--- src/rtl/uart_arb_pkg.sv ---
// Shared types and helpers for the UART transmit arbiter.
// Holds the arbiter state encoding and a round-robin search function that
// any arbiter in the design can reuse (up to 16 requesters).
package uart_arb_pkg;

  typedef enum logic [1:0] {
    IDLE,
    ISSUE,
    WAIT_DONE
  } arb_state_t;

  // Returns {found, index}. The search starts at ptr and wraps explicitly
  // from nreq-1 back to 0, so non power-of-two requester counts work.
  function automatic logic [4:0] rr_pick(input logic [15:0] valid,
                                         input logic [3:0]  ptr,
                                         input int          nreq);
    logic [3:0] cand;
    logic [3:0] last_idx;
    logic       found;
    logic [3:0] idx;
    cand     = ptr;
    last_idx = 4'(nreq - 1);
    found    = 1'b0;
    idx      = 4'd0;
    for (int k = 0; k < 16; k++) begin
      if (k < nreq && !found && valid[cand]) begin
        found = 1'b1;
        idx   = cand;
      end
      cand = (cand == last_idx) ? 4'd0 : cand + 4'd1;
    end
    return {found, idx};
  endfunction

endpackage

--- src/rtl/uart_tx_arb_if.sv ---
// Requester-side handshake bundle for uart_tx_arb.
// master = requesters (drive valid/data), slave = arbiter (drives ready).
// Optional feature macro: UART_TX_ARB_LOCK_EN adds the per-requester last flag.
interface uart_tx_arb_if #(
  parameter int NREQ = 4,
  parameter int DBIT = 8
);
  logic [NREQ-1:0]      req_valid;
  logic [NREQ*DBIT-1:0] req_data;
  logic [NREQ-1:0]      req_ready;
`ifdef UART_TX_ARB_LOCK_EN
  logic [NREQ-1:0]      req_last;
`endif

  modport master (
    output req_valid,
    output req_data,
`ifdef UART_TX_ARB_LOCK_EN
    output req_last,
`endif
    input  req_ready
  );

  modport slave (
    input  req_valid,
    input  req_data,
`ifdef UART_TX_ARB_LOCK_EN
    input  req_last,
`endif
    output req_ready
  );

endinterface

--- src/rtl/uart_rr_pick.sv ---
// Combinational round-robin priority encoder.
// Finds the first set bit of valid at or after ptr, wrapping modulo N.
module uart_rr_pick
  import uart_arb_pkg::*;
#(
  parameter  int N  = 4,
  localparam int IW = $clog2(N)
) (
  input  logic [N-1:0]  valid,
  input  logic [IW-1:0] ptr,
  output logic [IW-1:0] idx,
  output logic          found
);

  logic [15:0] valid_w;
  logic [3:0]  ptr_w;
  logic [4:0]  pick;

  // Widen to the shared helper's fixed width and run the search.
  always_comb begin
    valid_w          = '0;
    valid_w[N-1:0]   = valid;
    ptr_w            = '0;
    ptr_w[IW-1:0]    = ptr;
    pick             = rr_pick(valid_w, ptr_w, N);
    idx              = IW'(pick[3:0]);
    found            = pick[4];
  end

endmodule

--- src/rtl/uart_tx_arb.sv ---
// Round-robin arbiter that shares one uart_tx serializer between NREQ
// byte requesters: grant, capture byte, strobe start, wait for done, rotate.
// Optional feature macro: UART_TX_ARB_LOCK_EN keeps the grant on one
// requester until a byte flagged "last" completes.
module uart_tx_arb
  import uart_arb_pkg::*;
#(
  parameter  int NREQ = 4,
  parameter  int DBIT = 8,
  localparam int IDW  = $clog2(NREQ)
) (
  input  logic            clk,
  input  logic            rst_n,
  uart_tx_arb_if.slave    req_if,
  output logic            tx_start,
  output logic [DBIT-1:0] tx_din,
  input  logic            tx_busy,
  input  logic            tx_done_tick,
  output logic [IDW-1:0]  grant_id,
  output logic            grant_active,
  output logic            done_pulse,
  output logic [IDW-1:0]  done_id
`ifdef UART_TX_ARB_LOCK_EN
  ,
  output logic            grant_locked
`endif
);

  arb_state_t      state;
  arb_state_t      state_nxt;
  logic [IDW-1:0]  ptr;
  logic [IDW-1:0]  ptr_adv;
  logic [NREQ-1:0] eligible;
  logic [NREQ-1:0] ready;
  logic [IDW-1:0]  pick_idx;
  logic            pick_found;
  logic            grant_now;
  logic            advance;

  uart_rr_pick #(.N(NREQ)) u_pick (
    .valid (eligible),
    .ptr   (ptr),
    .idx   (pick_idx),
    .found (pick_found)
  );

  assign req_if.req_ready = ready;
  assign ptr_adv = (grant_id == IDW'(NREQ - 1)) ? '0 : grant_id + IDW'(1);

`ifdef UART_TX_ARB_LOCK_EN
  logic locked;
  logic last_q;

  // While locked, only the current owner may win the next grant.
  always_comb begin
    eligible = req_if.req_valid;
    if (locked) begin
      eligible           = '0;
      eligible[grant_id] = req_if.req_valid[grant_id];
    end
  end

  // Capture the last flag with the byte; a non-last completion locks the grant.
  always_ff @(posedge clk or negedge rst_n) begin
    if (!rst_n) begin
      locked <= 1'b0;
      last_q <= 1'b0;
    end else begin
      if (grant_now)  last_q <= req_if.req_last[pick_idx];
      if (done_pulse) locked <= ~last_q;
    end
  end

  assign advance      = done_pulse & last_q;
  assign grant_locked = locked;
`else
  assign eligible = req_if.req_valid;
  assign advance  = done_pulse;
`endif

  // State register plus the captured byte, owner and rotation pointer.
  always_ff @(posedge clk or negedge rst_n) begin
    if (!rst_n) begin
      state    <= IDLE;
      ptr      <= '0;
      tx_din   <= '0;
      grant_id <= '0;
    end else begin
      state <= state_nxt;
      if (grant_now) begin
        tx_din   <= req_if.req_data[int'(pick_idx) * DBIT +: DBIT];
        grant_id <= pick_idx;
      end
      if (advance) ptr <= ptr_adv;
    end
  end

  // Next-state and strobe decode; done ticks outside WAIT_DONE are ignored.
  always_comb begin
    state_nxt    = state;
    tx_start     = 1'b0;
    ready        = '0;
    grant_active = 1'b0;
    done_pulse   = 1'b0;
    done_id      = '0;
    grant_now    = 1'b0;
    unique case (state)
      IDLE: begin
        if (pick_found && !tx_busy) begin
          grant_now = 1'b1;
          state_nxt = ISSUE;
        end
      end
      ISSUE: begin
        tx_start        = 1'b1;
        ready[grant_id] = 1'b1;
        grant_active    = 1'b1;
        state_nxt       = WAIT_DONE;
      end
      WAIT_DONE: begin
        grant_active = 1'b1;
        if (tx_done_tick) begin
          done_pulse = 1'b1;
          done_id    = grant_id;
          state_nxt  = IDLE;
        end
      end
      default: state_nxt = IDLE;
    endcase
  end

endmodule
--- src/flat_wrapper.sv ---
// flat-port wrapper written by rule: the top's interface ports become plain ports
module uart_tx_arb_flat import uart_arb_pkg::*;
#(
  parameter  int NREQ = 4,
  parameter  int DBIT = 8,
  localparam int IDW  = $clog2(NREQ)
)
  (clk, rst_n, tx_start, tx_din, tx_busy, tx_done_tick, grant_id, grant_active, done_pulse, done_id, req_if_req_valid, req_if_req_data, req_if_req_ready);
  uart_tx_arb_if #(.NREQ(NREQ), .DBIT(DBIT)) req_if_i ();
  input  logic clk;
  input  logic rst_n;
  output logic tx_start;
  output logic [DBIT-1:0] tx_din;
  input  logic tx_busy;
  input  logic tx_done_tick;
  output logic [IDW-1:0] grant_id;
  output logic grant_active;
  output logic done_pulse;
  output logic [IDW-1:0] done_id;
  input wire logic [$bits(req_if_i.req_valid)-1:0] req_if_req_valid;
  input wire logic [$bits(req_if_i.req_data)-1:0] req_if_req_data;
  output wire logic [$bits(req_if_i.req_ready)-1:0] req_if_req_ready;
  assign req_if_i.req_valid = req_if_req_valid;
  assign req_if_i.req_data = req_if_req_data;
  assign req_if_req_ready = req_if_i.req_ready;
  uart_tx_arb #(.NREQ(NREQ), .DBIT(DBIT)) u_core (.clk(clk), .rst_n(rst_n), .req_if(req_if_i), .tx_start(tx_start), .tx_din(tx_din), .tx_busy(tx_busy), .tx_done_tick(tx_done_tick), .grant_id(grant_id), .grant_active(grant_active), .done_pulse(done_pulse), .done_id(done_id));
endmodule
--- config.mk ---
export PLATFORM = sky130hd
export DESIGN_NAME = uart_tx_arb_flat
export DESIGN_NICKNAME = d
export VERILOG_FILES = /design/src/rtl/uart_arb_pkg.sv /design/src/rtl/uart_tx_arb_if.sv /design/src/rtl/uart_rr_pick.sv /design/src/rtl/uart_tx_arb.sv /design/src/flat_wrapper.sv
export SDC_FILE = /design/constraint.sdc
export NUM_CORES = 1
export LEC_CHECK = 0
export CAP_MARGIN = 20
export CORE_MARGIN = 2
export CORE_UTILIZATION = 55
export CTS_BUF_LIST = sky130_fd_sc_hd__clkbuf_4
export CTS_CLUSTER_SIZE = 24
export DETAILED_ROUTE_END_ITERATION = 8
export DONT_BUFFER_PORTS = 1
export PLACE_DENSITY = 0.68
export SYNTH_ARGS = -nofsm -noshare
export SYNTH_HDL_FRONTEND = slang
export SYNTH_SLANG_ARGS = --single-unit
--- constraint.sdc ---
create_clock -name clk -period 3.8 [get_ports clk]
set_clock_uncertainty 0.1 [all_clocks]
set_input_delay 0.76 -clock clk [delete_from_list [all_inputs] [get_ports clk]]
set_output_delay 0.76 -clock clk [all_outputs]
set_load 0.03 [all_outputs]
* Word level (Yosys, flattened, before mapping)
Index checks and enable logic that the tools add are counted.
** Cells by class
- Equal/unequal tests :: 8
- $add $sub $neg :: 4
- Muxes and demuxes :: 34
- Shift-type cells :: 1
- Reduce and logical (&&, ||, !) cells :: 12
- $lt $le $gt $ge :: 6
** Operator list (count)
- 32-bit by 6-bit indexed part select with 8-bit output :: 1
- 2-bit two-way mux :: 9
- 1-bit two-way mux :: 15
- 1-bit binary-select mux with 4-bit select :: 3
- 4-bit two-way mux :: 3
- 4-bit by 5-bit less-than comparator with 1-bit output, second input constant :: 2
- 2-bit equality test, second input constant :: 3
- 2-bit case mux with 3 select lines :: 1
- 1-bit logical AND :: 5
- 2-bit by 5-bit less-than comparator with 1-bit output, second input constant :: 1
- 3-bit by 5-bit less-than comparator with 1-bit output, second input constant :: 1
- 3-bit by 1-bit adder with 4-bit output, second input constant :: 1
- 4-bit by 1-bit adder with 4-bit output, second input constant :: 1
- 4-bit by 2-bit equality test with 1-bit output, second input constant :: 1
- 1-bit zero test :: 4
- 2-bit by 1-bit adder with 3-bit output, second input constant :: 1
- 3-bit by 2-bit equality test with 1-bit output, second input constant :: 1
- 2-bit by 3-bit less-than comparator with 1-bit output, second input constant :: 1
- 3-bit two-way mux :: 1
- 2-bit by 1-bit adder with 2-bit output, second input constant :: 1
- 1-bit binary-select mux with 2-bit select :: 1
- 1-bit demux with 2-bit select :: 1
- 2-bit by 1-bit equality test with 1-bit output, second input constant :: 1
- 2-bit by 1-bit greater-or-equal comparator with 1-bit output, second input constant :: 1
- other kinds (5) :: 5
** Word-level totals
- Input bits :: 40
- Output and inout port bits :: 19
- Register bits after elaboration :: 14

* Depth between registers and ports, before layout
- Word-level depth :: 15
- Mapped depth :: 10
- Mapped depth without buffers :: 7

* By module
A second synthesis with hierarchy kept.
** Second synthesis, totals
- Cell total of the unflattened synthesis :: 132
- Area, all modules :: 1362.6 µm²
** By module, submodules not included
- uart_tx_arb :: cells an instance 65, area each 898.4 µm², instances 1
- uart_rr_pick :: cells an instance 67, area each 464.2 µm², instances 1

* Worst setup path before layout
OpenSTA, ideal clock, no wires.
- Kind :: input to register
- Start :: input req_if_req_valid[1]
- End :: register u_core.tx_din[0]
- Data arrival time :: 2.382 ns
- Slack :: 1.178 ns
- Setup time :: 0.141 ns
- Stages on the path :: 8
- Path through :: buf_2 > mux4_2 > or3_1 > o211a_1 > buf_6 > buf_12 > mux2i_1 > o221ai_1
** On the way
- Longest elaborated chain between the ends :: 15
- Elaborated cells on any way between the ends :: 26
** Ends and longest elaborated chain
- from (decl) :: RTL line flat_wrapper.sv:20 : input wire logic [$bits(req_if_i.req_valid)-1:0] req_if_req_valid;
- parallel branches: the longest is 15 deep, another holds 32-bit by 6-bit indexed part select with 8-bit output
- to (signal assigned) :: RTL line uart_tx_arb.sv:91 : tx_din <= req_if.req_data[int'(pick_idx) * DBIT +: DBIT];
- to (decl) :: RTL line uart_tx_arb.sv:16 : output logic [DBIT-1:0] tx_din,
Several ways; the timed one is not identified. The select of a mux whose other input is x is not followed.
A chain may end at the register's enable or synchronous reset.

* Worst setup path after layout
- Start :: register u_core.ptr[0]
- End :: register u_core.tx_din[1]
** On the way
- Longest elaborated chain between the ends :: 15
- Elaborated cells on any way between the ends :: 35
** Ends and longest elaborated chain
- from (decl) :: RTL line uart_tx_arb.sv:31 : logic [IDW-1:0] ptr;
- from (signal assigned) :: RTL line uart_tx_arb.sv:94 : if (advance) ptr <= ptr_adv;
- parallel branches: the longest is 15 deep, another holds 3-bit by 1-bit adder with 4-bit output
Several ways; the timed one is not identified. The select of a mux whose other input is x is not followed.

==> metrics.yaml <==
sta:
  period_share_pct: 77.3
  rsz0062_at_grt: "false"
  tns_ns: 0
  maxSlewHeadroom_pct: 62.9
  max_freq_mhz: 341
  fin_crit_ns: 2.94
  worst_slew_pin_slew_ns: 0.554
  setup_viol_count_final: 0
  maxSlewViolCount: 0
  hold_violations: 0
finish:
  layout-drive-gt1-share_pct: 6.67
  seq_area_um2: 350
  fillers: 204
  nNetsFinal: 184
  final_cells: 163
  multi_input_area_um2: 795
  post-route-util_pct: 57.8
  areaGrowthSynthToFinish_pct: 0.400
  antenna_cells: 0
placed_design:
  gp_congestion: 0.889
  place_inst: 159
  place_hpwl_mm: 2.03
  numPortBuffers: 0
worst_setup_path:
  required_ns: 3.83
  crit_fanout: 18
  setup.worst_path.class: "reg2reg"
  crit_path_end_kind: "flip-flop"
  arrival_ns: 2.97
  critical_path.startpoint_type: "flip-flop"
outcome:
  status: "complete, no violations"
synthesis:
  avgSynthCellArea_um2: 8.99
  yosys_most_used_dff: "dfrtp_1"
  yosys.cell_count.top_type: "mux2i_1"
  synth_edf_count: 0
  yosysTopAreaCell: "dfrtp_1"
  ys_warn_count: 0
  synthDominantCellAreaShare_pct: 28.0
  synth_async_sr_flop_share_pct: 100
  netlist_top_cells_count: "mux2i_1, dfrtp_1, nand2_1"
  netlist_area_mm2: 0.00125
  synth-seq-cells: 14
  synth_area_leaders: "dfrtp_1, mux2i_1, ha_1"
  synth.distinct_cells: 41
  synth_nets: 187
  synth-seq-area-share_pct: 28.0
  synthCells: 139
die:
  die_h_um: 51.7
  die_area_mm2: 0.00267
  core-area_mm2: 0.00217
  initial_core_util_pct: 57.6
  io_pins: 59
  rows: 17
  die_x_um: 51.7
global_routing:
  grt_use_met3_pct: 4.89
  top_usage_layer: "met2"
  gr-usage-met1_pct: 26.4
  grt_pass1_wl_mm: 4.28
  use_met2_pct: 37.6
  grt_pass1_vias: 1014
  grt_antenna_before_repair: 0
  grt_start_max_net_pins: 19
  grt_usage_pct: 21.5
  grt-ovfl-total: 0
cts:
  cts.sinks: 14
  cts_setup_buffers: 0
  clock_tree.root_cell: "clkbuf_4"
  cts-resized-gates: 0
  hold_buffers: 0
  clk_pin_slew_ns: 0.09
  cts_tree: "done"
  clock_latency_ns: 0.27
  h-tree-depth: 1
  numCtsBuffers: 3
  clk_path_buf_depth: 2
drt:
  via_per_inst: 6.33
  vias: 1032
  drc_errors: 0
  wire_per_inst_um: 16.1
  ant_nets: 0
  wl_mm: 2.62
  first_iter_violations: 27
  dr.pass1.iters: 4
power:
  irDropWorstVdd_mv: 0.585
  leakage_nw: 0.604
  power_w: 0.00128
  p_per_area_mw_per_mm2: 1020
worst_hold_path:
  hold_path_class: "in2async"
job:
  max_cap_violations: 0
[cell usage in the layout (no fill, tap or decap), drive strengths merged]
cell,Yosys,final
mux4,1,1
ha,8,8
and3,1,1
xnor2,2,2
nor2b,3,3
mux2i,17,17
nor4bb,1,1
a311oi,1,1
and2,4,4
o211ai,1,1
or3,2,2
a21oi,5,5
nor2,7,7
o22ai,1,1
and4b,1,1
o21a,2,2
nand3,3,3
o221ai,8,8
nand2,14,14
a32oi,1,1
clkinv,0,1
mux2,2,2
a21o,1,1
dfrtp,14,14
a22oi,1,1
o21ai,7,7
buf,5,2
clkbuf,5,3
o31ai,2,2
or2,2,2
inv,9,9
o32ai,1,1
o21bai,1,1
a32o,1,1
o31a,1,1
nand2b,1,1
nor3,1,1
o211a,2,2
[area by class of cell]
class                   count  area share (%)
repair buffers              2            1.20
clock inverters             1           0.299
inverters                   9            2.69
multi-input cells         106            63.3
flip-flops and latches     14            27.9
clock buffers               3            1.79
well taps                  28            2.79
[registers in the layout (all words and copies together) (netlist names)]
signal,flops
u_core.grant_id,2
u_core.ptr,2
u_core.state,2
u_core.tx_din,8
[where the power goes]
part | switching [W] | total, W | internal, W | leakage [nW]
Combinational | 0.000435 | 0.000780 | 0.000345 | 0.414
Sequential | 0.000192 | 0.000411 | 0.000219 | 0.175
Clock | 0.0000471 | 0.0000851 | 0.0000380 | 0.0154
[routing by layer]
layer | share of wire [%] | wire length [µm]
met1 | 41 | 1070
met2 | 52 | 1370
met3 | 6.3 | 165
met4 | 0.69 | 18
met5 | 0 | 0
[final timing paths]
check,start,endpoint,slack [ns],cells after the start
setup / recovery,u_core.ptr[0],u_core.tx_din[1],0.86,8
hold / removal,rst_n,u_core.tx_din[6],0.07,0
setup reg to reg,u_core.ptr[0],u_core.tx_din[1],0.86,8
hold reg to reg,u_core.state[1],u_core.state[1],0.45,1
max in group asynchronous,rst_n,u_core.tx_din[7],3.46,0
min in group clk,u_core.state[1],u_core.state[1],0.45,1
[per-stage QoR]
stage | hold WS, ns | instance area (µm²) | setup slack [ns]
global route | 0.0439 | 1250 | 0.579
CTS | 0.0604 | 1250 | 0.871
floorplan | 0.364 | 1250 | 1.18
finish | 0.0697 | 1250 | 0.864
detailed placement | 0.365 | 1230 | 0.877
global placement | 0.365 | 1230 | 0.962
[kinds of logic after synthesis]
| group | Yosys count | share of synthesized area, % |
|---|---|---|
| AO/OA/AOI/OAI | 36 | 20.9 |
| XOR/XNOR | 2 | 1.40 |
| adder cells (fa/ha/maj) | 8 | 8.01 |
| buffers and inverters | 19 | 8.41 |
| flip-flops | 14 | 28.0 |
| multiplexers | 20 | 17.2 |
| AND/OR/NAND/NOR | 40 | 16.0 |
[worst max-delay path, cell delays in order (launching register included)]
cell,delay [ns]
dfrtp_1,0.66
ha_1,0.45
xnor2_1,0.30
o21ai_0,0.11
a22oi_1,0.30
o211a_1,0.20
buf_4,0.27
mux2i_1,0.26
o221ai_1,0.14
Power figures use the tool's default switching activity.
